<file path="src/rtl/uart_char_stream_if.sv">
// Bundles the run controls and serial/status outputs of uart_char_stream.
// master: the side that requests lines and observes the line.
// slave: the transmitter itself.
interface uart_char_stream_if;
  logic       enable;
  logic       one_shot;
  logic       tx;
  logic       busy;
  logic [7:0] word;
  logic       line_done;

  modport master (output enable, one_shot, input tx, busy, word, line_done);
  modport slave  (input enable, one_shot, output tx, busy, word, line_done);
endinterface

</file>
<file path="src/rtl/uart_char_stream.sv">
// Purpose: emits an ASCII run FIRST_CHAR..LAST_CHAR (+ optional CR LF) as configurable UART frames.
// Latency: enable seen high in IDLE -> start bit on tx the following cycle; frames run back to back.
// Backpressure: none; enable is the only throttle and a frame in flight is always completed.
module uart_char_stream #(
  parameter int         FREQ_IN     = 12000000,
  parameter int         BAUD        = 9600,
  parameter int         DATA_BITS   = 8,
  parameter int         PARITY      = 0,
  parameter int         STOP_BITS   = 1,
  parameter logic [7:0] FIRST_CHAR  = 8'h61,
  parameter logic [7:0] LAST_CHAR   = 8'h7A,
  parameter int         APPEND_CRLF = 1,
  parameter int         GAP_CYCLES  = 6000000
) (
  input  logic              hclk,
  input  logic              rst,
  uart_char_stream_if.slave bus
);

  localparam int DIV    = FREQ_IN / BAUD;
  localparam int BAUD_W = (DIV > 1) ? $clog2(DIV) : 1;
  localparam int GAP_W  = (GAP_CYCLES > 0) ? $clog2(GAP_CYCLES + 1) : 1;

  localparam logic [BAUD_W-1:0] BAUD_LAST = BAUD_W'(DIV - 1);
  localparam logic [GAP_W-1:0]  GAP_LAST  = GAP_W'((GAP_CYCLES > 0) ? GAP_CYCLES - 1 : 0);
  localparam logic [2:0]        DATA_LAST = 3'(DATA_BITS - 1);
  localparam logic [2:0]        STOP_LAST = 3'(STOP_BITS - 1);
  localparam logic [7:0]        DATA_MASK = 8'hFF >> (8 - DATA_BITS);

  typedef enum logic [2:0] {S_IDLE, S_START, S_DATA, S_PARITY, S_STOP, S_GAP} state_t;

  state_t             r_state;
  logic [BAUD_W-1:0]  r_baud;
  logic [2:0]         r_bit;
  logic [GAP_W-1:0]   r_gap;
  logic [7:0]         r_ptr;
  logic [1:0]         r_crlf;   // 0: letters, 1: sending CR, 2: sending LF
  logic [7:0]         r_word;
  logic               r_armed;
  logic               r_line_done;

  state_t     w_state_nxt;
  logic       w_bit_end;
  logic       w_last_char;
  logic       w_next_frame;
  logic       w_line_end;
  logic       w_disarm;
  logic [7:0] w_adv_ptr;
  logic [1:0] w_adv_crlf;
  logic [7:0] w_adv_char;
  logic       w_parity;
  logic       w_tx;
  logic       w_busy;

  assign w_bit_end   = (r_baud == BAUD_LAST);
  assign w_last_char = (APPEND_CRLF != 0) ? (r_crlf == 2'd2) : (r_ptr == LAST_CHAR);
  assign w_parity    = (^(r_word & DATA_MASK)) ^ (PARITY == 1);

  // Next character of the line: letters up to LAST_CHAR (no wrap), then CR, then LF.
  always_comb begin
    w_adv_ptr  = r_ptr;
    w_adv_crlf = r_crlf;
    if (r_crlf == 2'd0 && r_ptr != LAST_CHAR) begin
      w_adv_ptr = r_ptr + 8'd1;
    end else if (r_crlf != 2'd2) begin
      w_adv_crlf = r_crlf + 2'd1;
    end
    case (w_adv_crlf)
      2'd0:    w_adv_char = w_adv_ptr;
      2'd1:    w_adv_char = 8'h0D;
      default: w_adv_char = 8'h0A;
    endcase
  end

  // Next-state logic and the Moore outputs tx/busy.
  always_comb begin
    w_state_nxt  = r_state;
    w_next_frame = 1'b0;
    w_line_end   = 1'b0;
    w_disarm     = 1'b0;
    w_tx         = 1'b1;
    w_busy       = 1'b0;
    case (r_state)
      S_IDLE: begin
        if (bus.enable && r_armed) w_state_nxt = S_START;
      end
      S_START: begin
        w_tx   = 1'b0;
        w_busy = 1'b1;
        if (w_bit_end) w_state_nxt = S_DATA;
      end
      S_DATA: begin
        w_tx   = r_word[r_bit];
        w_busy = 1'b1;
        if (w_bit_end && r_bit == DATA_LAST) w_state_nxt = (PARITY != 0) ? S_PARITY : S_STOP;
      end
      S_PARITY: begin
        w_tx   = w_parity;
        w_busy = 1'b1;
        if (w_bit_end) w_state_nxt = S_STOP;
      end
      S_STOP: begin
        w_busy = 1'b1;
        if (w_bit_end && r_bit == STOP_LAST) begin
          if (w_last_char) begin
            // A fully sent line counts as complete even if enable just dropped.
            w_line_end = 1'b1;
            if (GAP_CYCLES == 0) begin
              w_state_nxt = S_IDLE;
              w_disarm    = bus.one_shot;
            end else begin
              w_state_nxt = S_GAP;
            end
          end else if (!bus.enable) begin
            w_state_nxt = S_IDLE;
          end else begin
            w_state_nxt  = S_START;
            w_next_frame = 1'b1;
          end
        end
      end
      S_GAP: begin
        if (r_gap == GAP_LAST) begin
          w_state_nxt = S_IDLE;
          w_disarm    = bus.one_shot;
        end
      end
      default: w_state_nxt = S_IDLE;
    endcase
  end

  // State register plus bit timing, character pointer and arming.
  always_ff @(posedge hclk) begin
    if (rst) begin
      r_state     <= S_IDLE;
      r_baud      <= '0;
      r_bit       <= 3'd0;
      r_gap       <= '0;
      r_ptr       <= FIRST_CHAR;
      r_crlf      <= 2'd0;
      r_word      <= 8'h00;
      r_armed     <= 1'b1;
      r_line_done <= 1'b0;
    end else begin
      r_state     <= w_state_nxt;
      r_line_done <= w_line_end;

      // Every state change (including entry to START) restarts the bit period.
      if (w_bit_end || w_state_nxt != r_state) r_baud <= '0;
      else                                     r_baud <= r_baud + BAUD_W'(1);

      if (w_state_nxt != r_state)                                 r_bit <= 3'd0;
      else if (w_bit_end && (r_state == S_DATA || r_state == S_STOP)) r_bit <= r_bit + 3'd1;

      if (r_state == S_GAP) r_gap <= r_gap + GAP_W'(1);
      else                  r_gap <= '0;

      if (w_state_nxt == S_IDLE) begin
        r_ptr  <= FIRST_CHAR;
        r_crlf <= 2'd0;
      end else if (w_next_frame) begin
        r_ptr  <= w_adv_ptr;
        r_crlf <= w_adv_crlf;
      end

      if (r_state == S_IDLE && w_state_nxt == S_START) r_word <= r_ptr;
      else if (w_next_frame)                           r_word <= w_adv_char;

      // Dropping enable re-arms; a finished one-shot line disarms until then.
      if (!bus.enable)   r_armed <= 1'b1;
      else if (w_disarm) r_armed <= 1'b0;
    end
  end

  assign bus.tx        = w_tx;
  assign bus.busy      = w_busy;
  assign bus.word      = r_word;
  assign bus.line_done = r_line_done;

endmodule

</file>
<file path="src/flat_wrapper.sv">
// flat-port wrapper written by rule: the top's interface ports become plain ports
module uart_char_stream_flat 
#(
  parameter int         FREQ_IN     = 12000000,
  parameter int         BAUD        = 9600,
  parameter int         DATA_BITS   = 8,
  parameter int         PARITY      = 0,
  parameter int         STOP_BITS   = 1,
  parameter logic [7:0] FIRST_CHAR  = 8'h61,
  parameter logic [7:0] LAST_CHAR   = 8'h7A,
  parameter int         APPEND_CRLF = 1,
  parameter int         GAP_CYCLES  = 6000000
)
  (hclk, rst, bus_enable, bus_one_shot, bus_tx, bus_busy, bus_word, bus_line_done);
  uart_char_stream_if bus_i ();
  input  logic hclk;
  input  logic rst;
  input wire logic [$bits(bus_i.enable)-1:0] bus_enable;
  input wire logic [$bits(bus_i.one_shot)-1:0] bus_one_shot;
  output wire logic [$bits(bus_i.tx)-1:0] bus_tx;
  output wire logic [$bits(bus_i.busy)-1:0] bus_busy;
  output wire logic [$bits(bus_i.word)-1:0] bus_word;
  output wire logic [$bits(bus_i.line_done)-1:0] bus_line_done;
  assign bus_i.enable = bus_enable;
  assign bus_i.one_shot = bus_one_shot;
  assign bus_tx = bus_i.tx;
  assign bus_busy = bus_i.busy;
  assign bus_word = bus_i.word;
  assign bus_line_done = bus_i.line_done;
  uart_char_stream #(.FREQ_IN(FREQ_IN), .BAUD(BAUD), .DATA_BITS(DATA_BITS), .PARITY(PARITY), .STOP_BITS(STOP_BITS), .FIRST_CHAR(FIRST_CHAR), .LAST_CHAR(LAST_CHAR), .APPEND_CRLF(APPEND_CRLF), .GAP_CYCLES(GAP_CYCLES)) u_core (.hclk(hclk), .rst(rst), .bus(bus_i));
endmodule
</file>
<file path="config.mk">
export PLATFORM = sky130hd
export DESIGN_NAME = uart_char_stream_flat
export DESIGN_NICKNAME = d
export VERILOG_FILES = /design/src/rtl/uart_char_stream_if.sv /design/src/rtl/uart_char_stream.sv /design/src/flat_wrapper.sv
export SDC_FILE = /design/constraint.sdc
export NUM_CORES = 1
export LEC_CHECK = 0
export ABC_AREA = 1
export ABC_CLOCK_PERIOD_IN_PS = 4700
export CAP_MARGIN = 20
export CORE_ASPECT_RATIO = 1.25
export CORE_MARGIN = 5
export CORE_UTILIZATION = 45
export CTS_CLUSTER_SIZE = 28
export DETAILED_ROUTE_END_ITERATION = 6
export DONT_BUFFER_PORTS = 1
export PLACE_DENSITY = 0.58
export SLEW_MARGIN = 20
export SYNTH_ARGS = -nofsm -noshare
export SYNTH_HDL_FRONTEND = slang
export SYNTH_SLANG_ARGS = --single-unit
</file>
<file path="constraint.sdc">
create_clock -name hclk -period 4.7 [get_ports hclk]
set_clock_uncertainty 0.1 [all_clocks]
set_input_delay 0.94 -clock hclk [delete_from_list [all_inputs] [get_ports hclk]]
set_output_delay 0.94 -clock hclk [all_outputs]
set_load 0.02 [all_outputs]
</file>
==> results.py, run 1 <==
metrics = {
    "outcome": {
        "outcome": "completed",
    },
    "finish": {
        "layout.cells.most_common": "sky130_fd_sc_hd__nand2_1",
        "post_route_cells_drive_above_1_share_pct": 11.4,
        "seq_area_mm2": 0.00120,
        "antenna_cells": 0,
        "top_library_cells_by_usage_in_the_layout_fill_and_taps_aside": "sky130_fd_sc_hd__nand2_1, sky130_fd_sc_hd__nor2_1, sky130_fd_sc_hd__inv_1",
        "final_nets": 539,
        "syn2layout_area_growth_pct": 7.71,
        "fillerInstances": 818,
        "multi_input_area_mm2": 0.00206,
    },
    "clock_tree": {
        "clkLatencyLatePin_ns": 0.34,
        "clock_path_buffers": 2,
        "cts_root_buffer": "sky130_fd_sc_hd__clkbuf_8",
        "worst_setup_hold_path_clk_slew_ns": 0.07,
        "numCtsBuffers": 9,
        "ctsResizeCount": 0,
        "post-cts-setup-buffers": 0,
        "cts_sinks": 60,
        "htreeDepth": 3,
        "cts_tree": "done",
        "postCtsHoldBufs": 0,
    },
    "die": {
        "design.portCount": 15,
        "fp.coreArea_mm2": 0.00779,
        "die_area_mm2": 0.00982,
        "y_dimension_of_the_die_um": 110,
        "placement_rows": 36,
        "fp.dieW_um": 89.7,
        "initial_core_util_pct": 45.8,
    },
    "routing": {
        "drt.antenna.violating_nets": 0,
        "dr_total_vias": 3116,
        "number_of_optimization_iterations_in_the_first_detailed_route_pass": 4,
        "avgViaCountPerCell": 5.00,
        "dr.first_iter.drc_count": 141,
        "route.final.wire_length_mm": 7.71,
        "post-route-drc-count": 0,
        "wl_per_cell_um": 12.4,
    },
    "power": {
        "cellLeakagePower_uw": 0.00154,
        "power.density_cell_area_mw_per_mm2": 279,
        "vdd.ir_drop.worst_mv": 0.297,
    },
    "global_route": {
        "grt_usage_pct": 17.4,
        "antenna_violations_before_repair": 0,
        "number_of_global_route_vias_before_repair": 3010,
        "globalRouteOverflowTotal": 0,
        "grt_first_pass_wirelength_mm": 13.5,
        "grt_start_max_net_pins": 17,
    },
    "worst_hold_path": {
        "hp-class": "reg -> reg",
    },
    "worst_setup_path": {
        "worst-r2r-setup-slack_ns": 2.42,
        "crit_fanout": 6,
        "crit_path_cell_trace": "inv_1 -> o21ai_0 -> o22ai_1 -> o211ai_1 -> nand4_1",
        "critical_path.startpoint_type": "register",
        "data_arrival_at_the_endpoint_of_the_critical_path_ns": 1.64,
        "setup.worst_path.end_class": "output pin",
        "setup.worst_path.class": "reg -> out",
        "timing.critical_path.slowest_stage_cell": "sky130_fd_sc_hd__dfxtp_1",
        "critical-path-max-stage-delay_ns": 0.43,
        "worst_ep_required_time_ns": 3.66,
        "cp_buf_inv_count": 1,
        "path_delay_family": "compound AO/OA/AOI/OAI gates",
    },
    "sta": {
        "timing_worst_slew_pin_value_ns": 0.489,
        "finalWorstPathRequiredPeriod_ns": 2.68,
        "finalHoldViolations": 0,
        "tns_ns": 0,
        "maxSlewHeadroom_pct": 67.4,
        "final.period_utilization_pct": 57.0,
        "postLayoutSetupSlackWorst_ns": 2.02,
        "highest_clock_rate_ghz": 0.373,
        "report.final.setup_viol": 0,
        "grt_setup_unrepaired": "no",
        "final_max_slew_viol_count": 0,
    },
    "synth": {
        "netlist.top_cell.by_area": "sky130_fd_sc_hd__dfxtp_1",
        "synth_seq_cells": 60,
        "synthesis.nets": 535,
        "synth_largest_type_area_fraction_pct": 33.7,
        "synth-warning-count": 0,
        "synth_area_leaders": "sky130_fd_sc_hd__dfxtp_1, sky130_fd_sc_hd__nand2_1, sky130_fd_sc_hd__nor2_1",
        "synthesis.area_mm2": 0.00357,
        "syn_inst": 520,
        "netlist-cell-type-count": 40,
        "mean_area_per_synthesized_cell_um2": 6.86,
        "yosysSeqAreaShare_pct": 33.7,
    },
    "placed_design": {
        "port_buffers": 0,
        "gp_congestion": 0.860,
        "hpwl_mm": 5.84,
        "post-place-ws_ns": 2.35,
    },
    "flow_run": {
        "drv.max_cap_violation_count": 0,
    },
}
## stage by stage
stage               cell area (µm²)  power (µW)  cells  utilization (%)  hold slack, ns
detailed placement             3640         588    608             46.7           0.357
global placement               3640         587    608             46.7           0.344
CTS                            3840        1090    623             49.3           0.369
floorplan                      3570         580    520                -           0.326
finish                         3840        1070    623             49.3           0.365
global route                   3840        1120    623             49.3           0.408
## flip-flops by register name, indices dropped and copies added, names as in the netlist
signal / count
u_core.bus.line_done: 1
u_core.r_state: 3
u_core.r_gap: 23
u_core.r_ptr: 8
u_core.r_crlf: 2
u_core.bus.word: 8
u_core.r_baud: 11
u_core.r_armed: 1
u_core.r_bit: 3
## cells in the mapped netlist, drive strengths merged
cell type / instances
nand2: 119
nor2: 93
inv: 68
dfxtp: 60
nand3: 50
a21oi: 20
o21ai: 20
xor2: 19
nand4: 12
nor3: 12
ha: 11
xnor2: 9
buf: 6
nand3b: 4
nor4: 3
mux2: 2
nor3b: 2
o21a: 2
or2: 2
and3: 1
clkbuf: 1
clkinv: 1
o211ai: 1
o221ai: 1
o22ai: 1
## metal layers
metal	GRT usage [%]	vias to the layer above	part of all wire, %
li1	-	1664	-
met1	21.9	1398	47
met2	28.6	42	48
met3	4.27	12	3.5
met4	6.17	0	1.9
met5	0	-	0
## logic make-up after synthesis
kind of cell,Yosys count,synth area share [%]
AOI/OAI and AO/OA,45,6.77
buffers and inverters,76,8.73
DFF,60,33.7
and+or+nand+nor,298,39.5
muxes,2,0.631
adders and majority gates,11,3.86
xor gates and xnor gates,28,6.87
## cell type report
cell class | count | share of cell area (%)
inverters | 69 | 6.84
clock inverters | 5 | 2.02
well taps | 95 | 3.09
clock buffers | 10 | 3.32
multi-input cells | 384 | 53.5
flip-flops and latches | 60 | 31.2
## worst paths after layout
path | startpoint | end | cells past startpoint
max reg2reg | u_core.r_gap[0] | u_core.r_crlf[1] | 10
min reg2reg | u_core.r_gap[11] | u_core.r_gap[11] | 2
min | u_core.r_gap[11] | u_core.r_gap[11] | 2
max | u_core.r_bit[0] | bus_tx | 5
## worst register-to-register path, cell delays in order (launching register included)
cell                      delay (ns)
sky130_fd_sc_hd__dfxtp_1        0.40
sky130_fd_sc_hd__ha_1           0.23
sky130_fd_sc_hd__nand3_2        0.14
sky130_fd_sc_hd__nor2_2         0.21
sky130_fd_sc_hd__nand3_1        0.20
sky130_fd_sc_hd__nand2_1        0.13
sky130_fd_sc_hd__nand3_1        0.09
sky130_fd_sc_hd__nor2_1         0.16
sky130_fd_sc_hd__nand3_1        0.23
sky130_fd_sc_hd__nand2_2        0.22
sky130_fd_sc_hd__nor2_1         0.06
## report_power, final
part / internal (µW) / total [µW] / switching (µW)
sequential: 513 / 523 / 9.39
clock: 294 / 497 / 203
combinational: 17.9 / 53.0 / 35.2
total: 825 / 1070 / 248
Power figures use the tool's default switching activity.
==> run 2, diff against run 1 <==
--- a/config.mk
+++ b/config.mk
@@ -6,7 +6,7 @@
 export NUM_CORES = 1
 export LEC_CHECK = 0
 export ABC_AREA = 1
-export ABC_CLOCK_PERIOD_IN_PS = 4700
+export ABC_CLOCK_PERIOD_IN_PS = 2490
 export CAP_MARGIN = 20
 export CORE_ASPECT_RATIO = 1.25
 export CORE_MARGIN = 5
==> constraint.sdc (replaced) <==
create_clock -name hclk -period 2.49 [get_ports hclk]
set_clock_uncertainty 0.1 [all_clocks]
set_input_delay 0.498 -clock hclk [delete_from_list [all_inputs] [get_ports hclk]]
set_output_delay 0.498 -clock hclk [all_outputs]
set_load 0.02 [all_outputs]
==> run 2 against run 1 <==
Register-to-register slack worse by 2.2 ns. Sequential share of layout area decreased by 0.42 points. Combinational power rose by 110%. Clock power up 100%. Design area grew 1.4%. Clock-buffer cell count grew 3. Non-clock buffer count is 4 higher. Cell count is 0.80% higher. Critical path depth stayed put. Largest cell class unchanged. Utilization rose by 0.67 points. Critical path type unchanged. Setup slack lost 1.8 ns. Flip-flop and latch count unchanged.
==> results.py, run 2 (synthesized netlist as in run 1, its figures left out) <==
metrics = {
    "outcome": {
        "outcome": "completed",
    },
    "die": {
        "placement_rows": 36,
        "die_area_mm2": 0.00982,
        "initial_core_util_pct": 45.8,
        "fp.coreArea_mm2": 0.00779,
        "design.portCount": 15,
        "y_dimension_of_the_die_um": 110,
        "fp.dieW_um": 89.7,
    },
    "worst_hold_path": {
        "hp-class": "in -> reg",
        "whs_endpoint": "u_core.bus.word[0]",
        "worst_hold_startpoint": "rst",
        "worstHoldPathCells": 1,
    },
    "clock_tree": {
        "clkLatencyLatePin_ns": 0.34,
        "cts_root_buffer": "sky130_fd_sc_hd__clkbuf_8",
        "numCtsBuffers": 9,
        "cts_sinks": 60,
        "ctsResizeCount": 0,
        "post-cts-setup-buffers": 0,
        "worst_setup_hold_path_clk_slew_ns": 0.07,
        "htreeDepth": 3,
        "cts_tree": "done",
        "clock_path_buffers": 2,
        "postCtsHoldBufs": 0,
    },
    "global_route": {
        "grt-busiest-layer": "met2",
        "grt_util_met3_pct": 3.82,
        "grt_start_max_net_pins": 17,
        "globalRouteOverflowTotal": 0,
        "grt.met1_usage_pct": 21.7,
        "globalRouteMet2Util_pct": 29.2,
        "antenna_violations_before_repair": 0,
        "grt_usage_pct": 17.4,
        "number_of_global_route_vias_before_repair": 3040,
        "grt_first_pass_wirelength_mm": 13.5,
    },
    "power": {
        "power.density_cell_area_mw_per_mm2": 540,
        "p_total_uw": 2100,
        "vdd.ir_drop.worst_mv": 0.303,
        "cellLeakagePower_uw": 0.00158,
    },
    "worst_setup_path": {
        "critical_path.startpoint_type": "register",
        "r2r-start": "u_core.r_bit[0]",
        "cp_buf_inv_count": 0,
        "worst_ep_required_time_ns": 1.89,
        "critical-path-max-stage-delay_ns": 0.53,
        "crit_fanout": 4,
        "timing.critical_path.slowest_stage_cell": "sky130_fd_sc_hd__dfxtp_1",
        "startpoint": "u_core.bus.word[1]",
        "cpMostUsedCell": "sky130_fd_sc_hd__xnor2_1",
        "reg2reg_depth": 12,
        "data_arrival_at_the_endpoint_of_the_critical_path_ns": 1.68,
        "path_delay_family": "flip-flops",
        "reg2reg_end": "u_core.r_baud[1]",
        "setup.worst_path.end_class": "output pin",
        "setup.worst_path.class": "reg -> out",
        "crit_path_cell_trace": "xor2_1 -> xnor2_1 -> xnor2_1 -> nand2_1 -> nand4_1",
        "worst-r2r-setup-slack_ns": 0.27,
    },
    "finish": {
        "final_area_mm2": 0.00390,
        "fillerInstances": 805,
        "layout.cells.most_common": "sky130_fd_sc_hd__nand2_1",
        "top_library_cells_by_usage_in_the_layout_fill_and_taps_aside": "sky130_fd_sc_hd__nand2_1, sky130_fd_sc_hd__nor2_1, sky130_fd_sc_hd__inv_1",
        "layout_top_registers": "u_core.r_gap x23, u_core.r_baud x11",
        "antenna_cells": 0,
        "largest_register": "u_core.r_gap",
        "largest_reg_flops": 23,
        "final_nets": 543,
        "syn2layout_area_growth_pct": 9.19,
        "post_route_cells_drive_above_1_share_pct": 12.0,
    },
    "sta": {
        "finalWorstPathRequiredPeriod_ns": 2.28,
        "grt_setup_unrepaired": "no",
        "tns_ns": 0,
        "report.final.setup_viol": 0,
        "timing_worst_slew_pin_value_ns": 0.525,
        "final_max_slew_viol_count": 0,
        "postLayoutSetupSlackWorst_ns": 0.211,
        "final.period_utilization_pct": 91.5,
        "maxSlewHeadroom_pct": 64.6,
        "finalHoldViolations": 0,
        "highest_clock_rate_ghz": 0.439,
        "fin_worst_hold_slack_ns": 0.120,
    },
    "routing": {
        "dr.first_iter.drc_count": 130,
        "wl_per_cell_um": 12.3,
        "drt.antenna.violating_nets": 0,
        "avgViaCountPerCell": 4.97,
        "dr_total_vias": 3120,
        "route.final.wire_length_mm": 7.73,
        "number_of_optimization_iterations_in_the_first_detailed_route_pass": 5,
        "post-route-drc-count": 0,
    },
    "placed_design": {
        "post-place-ws_ns": 0.271,
        "port_buffers": 0,
        "hpwl_mm": 5.91,
        "detailed_place.area_mm2": 0.00367,
        "gp_congestion": 0.812,
    },
    "flow_run": {
        "drv.max_cap_violation_count": 0,
    },
}
-- run 2: layout make-up --
class | count | area (µm²) | share of cell area [%]
clock inverters | 3 | 68.8 | 1.77
repair buffers | 4 | 30.0 | 0.771
well taps | 95 | 119 | 3.05
clock buffers | 13 | 159 | 4.08
multi-input cells | 384 | 2060 | 52.8
flip-flops and latches | 60 | 1200 | 30.8
inverters | 69 | 263 | 6.74
-- run 2: layer usage --
layer  part of all wire (%)  wire, µm
met4                    1.5       114
met5                      0         0
met3                    4.0       311
met1                     45      3500
met2                     49      3810
-- run 2: stage by stage --
step           std cells  util, %
2_1_floorplan        520        -
6_report             628     50.0
3_3_place_gp         612     47.1
3_5_place_dp         612     47.1
4_1_cts              628     50.0
5_1_grt              628     50.0
-- run 2: worst max-delay path by stage --
stage	endpoint	slack (ns)	depth (start not counted)
finish	bus_tx	0.21	5
global route	u_core.r_baud[10]	0.08	12
CTS	bus_tx	0.17	5
detailed placement	u_core.r_baud[1]	0.27	12
global placement	u_core.r_baud[10]	0.34	12
floorplan	u_core.r_baud[5]	0.69	13
-- run 2: power by group --
part | total, µW | leakage [µW] | switching (µW) | internal [µW]
clock | 1010 | 0.000114 | 386 | 621
combinational | 111 | 0.000978 | 70.8 | 39.7
sequential | 985 | 0.000485 | 16.3 | 969
total | 2100 | 0.00158 | 474 | 1630
